File: config.mk
export PLATFORM = sky130hd
export DESIGN_NAME = l1_d_l2_if
export DESIGN_NICKNAME = d
export VERILOG_FILES = /design/src/rtl/l1_d_l2_if_pkg.sv /design/src/rtl/l1_d_l2_if.sv
export SDC_FILE = /design/constraint.sdc
export NUM_CORES = 2
export LEC_CHECK = 0
export CAP_MARGIN = 10
export CORE_AREA = 5 5 455 457
export CTS_CLUSTER_SIZE = 20
export DETAILED_ROUTE_END_ITERATION = 6
export DIE_AREA = 0 0 460 462
export PLACE_DENSITY = 0.52
export SYNTH_ARGS = -nofsm -noshare
export SYNTH_HDL_FRONTEND = slang
export SYNTH_SLANG_ARGS = --single-unit
File: constraint.sdc
create_clock -name clk -period 3.45 [get_ports clk]
set_input_delay 0.69 -clock clk [delete_from_list [all_inputs] [get_ports clk]]
set_output_delay 0.69 -clock clk [all_outputs]
set_load 0.005 [all_outputs]
File: src/rtl/l1_d_l2_if_pkg.sv
// Shared widths and FSM encoding for the L1 data cache to L2 line-transfer interface.
package l1_d_l2_if_pkg;

  localparam int LINE_W = 512;
  localparam int WORD_W = 32;
  localparam int OFF_W  = 6;
  localparam int TAG_W  = 21;
  localparam int IDX_W  = 5;

  typedef enum logic [2:0] {
    IDLE    = 3'd0,
    WR_REQ  = 3'd1,
    RD_REQ  = 3'd2,
    RD_WAIT = 3'd3,
    DONE    = 3'd4
  } l2_state_e;

endpackage

File: src/rtl/l1_d_l2_if.sv
// Moves one cache line between the L1 D controller and a word-wide bus:
// a write-back streams the victim line out, a refill gathers the line beat by beat.
module l1_d_l2_if
  import l1_d_l2_if_pkg::*;
#(
  parameter int LINE_W = l1_d_l2_if_pkg::LINE_W,
  parameter int WORD_W = l1_d_l2_if_pkg::WORD_W,
  parameter int OFF_W  = l1_d_l2_if_pkg::OFF_W
) (
  input  logic              clk,
  input  logic              nrst,
  input  logic              read_L1_L2,
  input  logic              write_L1_L2,
  input  logic [IDX_W-1:0]  index_L1_L2,
  input  logic [TAG_W-1:0]  tag_L1_L2,
  input  logic [TAG_W-1:0]  write_tag_L1_L2,
  input  logic [LINE_W-1:0] wdata_line,
  output logic              ready_L2_L1,
  output logic [LINE_W-1:0] rdata_line,
  output logic              bus_valid,
  input  logic              bus_ready,
  output logic              bus_we,
  output logic [31:0]       bus_addr,
  output logic [WORD_W-1:0] bus_wdata,
  input  logic              bus_rvalid,
  input  logic [WORD_W-1:0] bus_rdata,
  output l2_state_e         state_dbg
);

  localparam int BEATS   = LINE_W / WORD_W;
  localparam int CNT_W   = (BEATS > 1) ? $clog2(BEATS) : 1;
  localparam int BYTE_SH = $clog2(WORD_W / 8);
  localparam logic [CNT_W-1:0] LAST_BEAT = CNT_W'(BEATS - 1);

  l2_state_e         state_q, state_d;
  logic              prev_rd_q, prev_wr_q;
  logic              rd_flag_q, wr_flag_q;
  logic [CNT_W-1:0]  beat_q;
  logic [TAG_W-1:0]  tag_q;
  logic [IDX_W-1:0]  idx_q;
  logic [LINE_W-1:0] wline_q, rline_q;
  logic              ready_q;
  logic              rd_edge, wr_edge, rd_req, wr_req, bus_hs, last_beat;

  // Edges seen while busy are parked in the flags and served on return to IDLE.
  assign rd_edge   = read_L1_L2 & ~prev_rd_q;
  assign wr_edge   = write_L1_L2 & ~prev_wr_q;
  assign wr_req    = wr_edge | wr_flag_q;
  assign rd_req    = rd_edge | rd_flag_q;
  // A beat transfers on a cycle where bus_valid and bus_ready are both high;
  // once bus_valid rises, address/we/data hold until that cycle.
  assign bus_hs    = bus_valid & bus_ready;
  assign last_beat = (beat_q == LAST_BEAT);

  always_ff @(posedge clk or negedge nrst) begin
    if (!nrst) state_q <= IDLE;
    else       state_q <= state_d;
  end

  always_comb begin
    state_d = state_q;
    unique case (state_q)
      IDLE: begin
        if (wr_req)      state_d = WR_REQ;
        else if (rd_req) state_d = RD_REQ;
      end
      WR_REQ:  if (bus_hs && last_beat) state_d = DONE;
      RD_REQ:  if (bus_hs) state_d = RD_WAIT;
      RD_WAIT: if (bus_rvalid) state_d = last_beat ? DONE : RD_REQ;
      DONE:    state_d = IDLE;
      default: state_d = IDLE;
    endcase
  end

  always_comb begin
    bus_valid = 1'b0;
    bus_we    = 1'b0;
    bus_addr  = '0;
    bus_wdata = '0;
    if (state_q == WR_REQ || state_q == RD_REQ) begin
      bus_valid = 1'b1;
      bus_addr  = 32'({tag_q, idx_q, {OFF_W{1'b0}}}) + (32'(beat_q) << BYTE_SH);
    end
    if (state_q == WR_REQ) begin
      bus_we    = 1'b1;
      bus_wdata = wline_q[beat_q * WORD_W +: WORD_W];
    end
  end

  always_ff @(posedge clk or negedge nrst) begin
    if (!nrst) begin
      prev_rd_q <= 1'b0;
      prev_wr_q <= 1'b0;
      rd_flag_q <= 1'b0;
      wr_flag_q <= 1'b0;
      beat_q    <= '0;
      tag_q     <= '0;
      idx_q     <= '0;
      wline_q   <= '0;
      rline_q   <= '0;
      ready_q   <= 1'b0;
    end else begin
      prev_rd_q <= read_L1_L2;
      prev_wr_q <= write_L1_L2;
      ready_q   <= (state_d == DONE);
      if (state_q == IDLE) begin
        wr_flag_q <= 1'b0;
        // A parked read survives a write accept; a read edge coinciding with it is dropped.
        rd_flag_q <= wr_req & rd_flag_q;
        if (wr_req) begin
          tag_q   <= write_tag_L1_L2;
          idx_q   <= index_L1_L2;
          wline_q <= wdata_line;
          beat_q  <= '0;
        end else if (rd_req) begin
          tag_q  <= tag_L1_L2;
          idx_q  <= index_L1_L2;
          beat_q <= '0;
        end
      end else begin
        if (wr_edge) wr_flag_q <= 1'b1;
        if (rd_edge) rd_flag_q <= 1'b1;
      end
      if (state_q == WR_REQ && bus_hs) beat_q <= beat_q + 1'b1;
      if (state_q == RD_WAIT && bus_rvalid) begin
        rline_q[beat_q * WORD_W +: WORD_W] <= bus_rdata;
        beat_q <= beat_q + 1'b1;
      end
    end
  end

  assign ready_L2_L1 = ready_q;
  assign rdata_line  = rline_q;
  assign state_dbg   = state_q;

endmodule

==> run_results.csv <==
group,metric,value,unit
run_status,status,"complete, but fails checks",
run_status,violations,"setup timing",
yosys,yosysUniqueCellTypes,52,
setup_path,critPathArrivalTime,2870,ps
global_route,grt-ovfl-total,0,
worst_hold_path,hold_path_class,"in2reg",
pwr,p_leak,29.45,nW
global_route,grt_usage,18.64,%
setup_path,worstSetupPathType,"reg2out",
cts,cts_tree,"done",
place,post_dp_cell_area,60620,µm²
floorplanning,dieArea,212500,µm²
timing,hold_ws,389.6,ps
setup_path,critPathRequiredTime,2760,ps
finish,final_area,66290,µm²
yosys,netlist_instances,3243,
cts,cts.sinks,1062,
timing,period_minus_slack,3559,ps
timing,finalSetupViolations,7,
setup_path,worstSetupEndpointType,"output port",
timing,hold_violations,0,
global_route,grt_start_max_net_pins,104,
yosys,avgSynthCellArea,13.74,µm²
cts,cts_buffer_depth,3,
routing,route.detailed.drc,0,
global_route,antenna_found_initial,84,
routing,wl,204.4,mm
timing,tightest_slew,1069,ps
cts,cts_buffers,130,
cts,h-tree-depth,4,
yosys,synth_edf_count,0,
timing,post-route-worst-setup-slack,-108.8,ps
routing,via_per_inst,4.407,
timing,slew_headroom,28.49,%
yosys,synth_seq_area_share,59.63,%
floorplanning,start_util,21.94,%
place,hpwlAfterDp,154.3,mm
floorplanning,dieWidth,460,µm
global_route,grt_pass1_vias,34487,
setup_path,start_kind,"flip-flop",
yosys,ys_seq_elements,1062,
timing,skew,27.52,ps
finish,area_growth,48.76,%
place,portBuffers,1176,
place,routabilityCongestion,0.8575,
routing,first_pass_iters,5,
timing,min_period_over_period,103.2,%
floorplanning,fp-row-count,166,
setup_path,worst-path-max-fanout,6,
yosys,synthesis.area,44560,µm²
floorplanning,core,203100,µm²
routing,vias,32461,
pwr,peakVddDrop,0.0004750,V
cts,clock-root-buffer,"clkbuf_16",
global_route,grt_pass1_wl,278.3,mm
cts,clk_pin_slew,60,ps
job,cap_violations,0,
finish,finalNetCount,5163,
yosys,ys_dominant_reg_cell,"dfrtp_1",
cts,worstSkewPairLatency,760,ps
finish,nFillCells,20440,
floorplanning,io_pins,1179,
pwr,cellPowerDensity,757.7,nW/µm²
yosys,yosys_warnings,0,
timing,fmax,281.0,MHz
floorplanning,fp.dieH,462,µm
timing,drv_slew,0,
routing,wl_per_cell,27.75,µm
routing,drt-initial-drc-count,1764,
finish,drive_gt1_share,29.63,%
routing,drtAntennaViolNets,0,
yosys,async_flop_share,100.0,%
timing,rsz0062_at_grt,"yes",
==> Yosys cell counts, types with 6 or more instances <==
library cell	number	area [µm²]
and3_1	30	187.7
nor2_1	13	48.80
mux2i_1	110	1101
buf_6	6	67.56
buf_2	92	460.4
a22oi_1	63	473.0
mux2_2	675	7601
buf_1	8	30.03
mux2_4	30	450.4
nand2_1	391	1468
dfrtp_1	1062	26580
nand3_1	16	80.08
mux4_2	128	2883
clkbuf_1	106	397.9
inv_1	105	394.1
o21ai_0	257	1286
and2_1	79	494.2
nor3_1	11	55.05
==> metrics by stage <==
| stage | instances | power (W) | utilization (%) | setup TNS [ps] | setup WS [ps] |
|---|---|---|---|---|---|
| global route | 7353 | 0.05275 | 32.62 | -3656 | -254.8 |
| detailed placement | 7042 | 0.03562 | 29.84 | 0 | 43.77 |
| CTS | 7334 | 0.05100 | 32.56 | -4757 | -274.0 |
| floorplan | 3244 | 0.02588 | - | 0 | 317.9 |
| finish | 7366 | 0.05023 | 32.64 | -321.7 | -108.8 |
| global placement | 7042 | 0.03530 | 29.84 | 0 | 57.93 |
==> cell type report <==
cell class	instances	area, µm²	share of cell area (%)
Timing Repair Buffer	1401	14540	21.93
Multi-Input combinational cell	1860	17140	25.85
Inverter	106	397.9	0.6002
Clock inverter	40	553.0	0.8342
Sequential cell	1062	26580	40.10
Antenna cell	27	67.56	0.1019
Clock buffer	182	3651	5.507
Tap cell	2688	3363	5.073
==> registers in the layout, summed over array words and instances (netlist names) <==
name	cells
prev_rd_q	1
beat_q	4
prev_wr_q	1
rdata_line	512
wline_q	512
wr_flag_q	1
rd_flag_q	1
ready_L2_L1	1
tag_q	21
idx_q	5
state_dbg	3
==> routing by layer <==
layer  global-route usage [%]  up-vias  share of wire, %
li1                         -    14096                 -
met1                    21.40    16748                38
met2                    32.71     1204                50
met3                    5.606      341               7.2
met4                    7.027       72               3.7
met5                        0        -              0.24
==> layout by cell type (no fill, tap or decap), drive strengths merged, types with 3 or more instances in the layout <==
master,instances
and2,79
and3,30
clkdlybuf4s50,1141
dfrtp,1062
clkbuf,182
bufinv,6
diode,27
nand4,3
buf,257
mux2,707
nor2,13
o21ai,257
inv,113
mux2i,110
ha,5
nand3,16
nor2b,5
o31ai,5
o2111ai,4
nand2,391
xnor2,3
clkinv,25
nor3,12
mux4,128
a22oi,63
nor4,3
==> final timing paths <==
kind	startpoint	end	slack [ps]	depth (start not counted)
worst max register to register	beat_q[1]	rdata_line[451]	370	7
worst min register to register	tag_q[14]	tag_q[14]	470	2
min in group asynchronous	nrst	rdata_line[174]	520	2
max in group asynchronous	nrst	wline_q[363]	1780	3
worst max-delay path	beat_q[0]	bus_wdata[8]	-110	9
worst min-delay path	read_L1_L2	prev_rd_q	390	1
==> cell families after synthesis <==
kind of cell    after synthesis  synth area share (%)
other cells                   1              0.008415
fa+ha+maj                     5                0.1404
simple gates                566                 5.711
buf+inv                     322                 3.100
mux                         945                 27.06
xor+xnor                      4               0.07863
compound gates              338                 4.270
flops                      1062                 59.63
==> report_power, final <==
group          total [W]  internal [W]  switching (W)
clock             0.0137       0.00791        0.00576
combinational     0.0177       0.00981        0.00792
sequential        0.0188        0.0163        0.00255
total             0.0502        0.0340         0.0162
==> repair_timing <==
action | 4_1_cts | 5_1_grt
endpoints found under the setup margin | 59 | 34
pin swaps | 74 | 28
buffers inserted | 61 | 12
hold buffers | 1 | 0
gates resized for setup | 241 | 37
endpoints found under the hold margin | 18 | 0
cloned | 10 | 1
==> critical path, cell delays in order (launching register included) <==
cell	delay, ps
dfrtp_4	510
buf_12	160
buf_12	140
buf_12	130
buf_12	120
buf_6	110
mux4_2	430
a22oi_2	250
nand2_1	90
buf_2	130
Power figures use the tool's default switching activity.
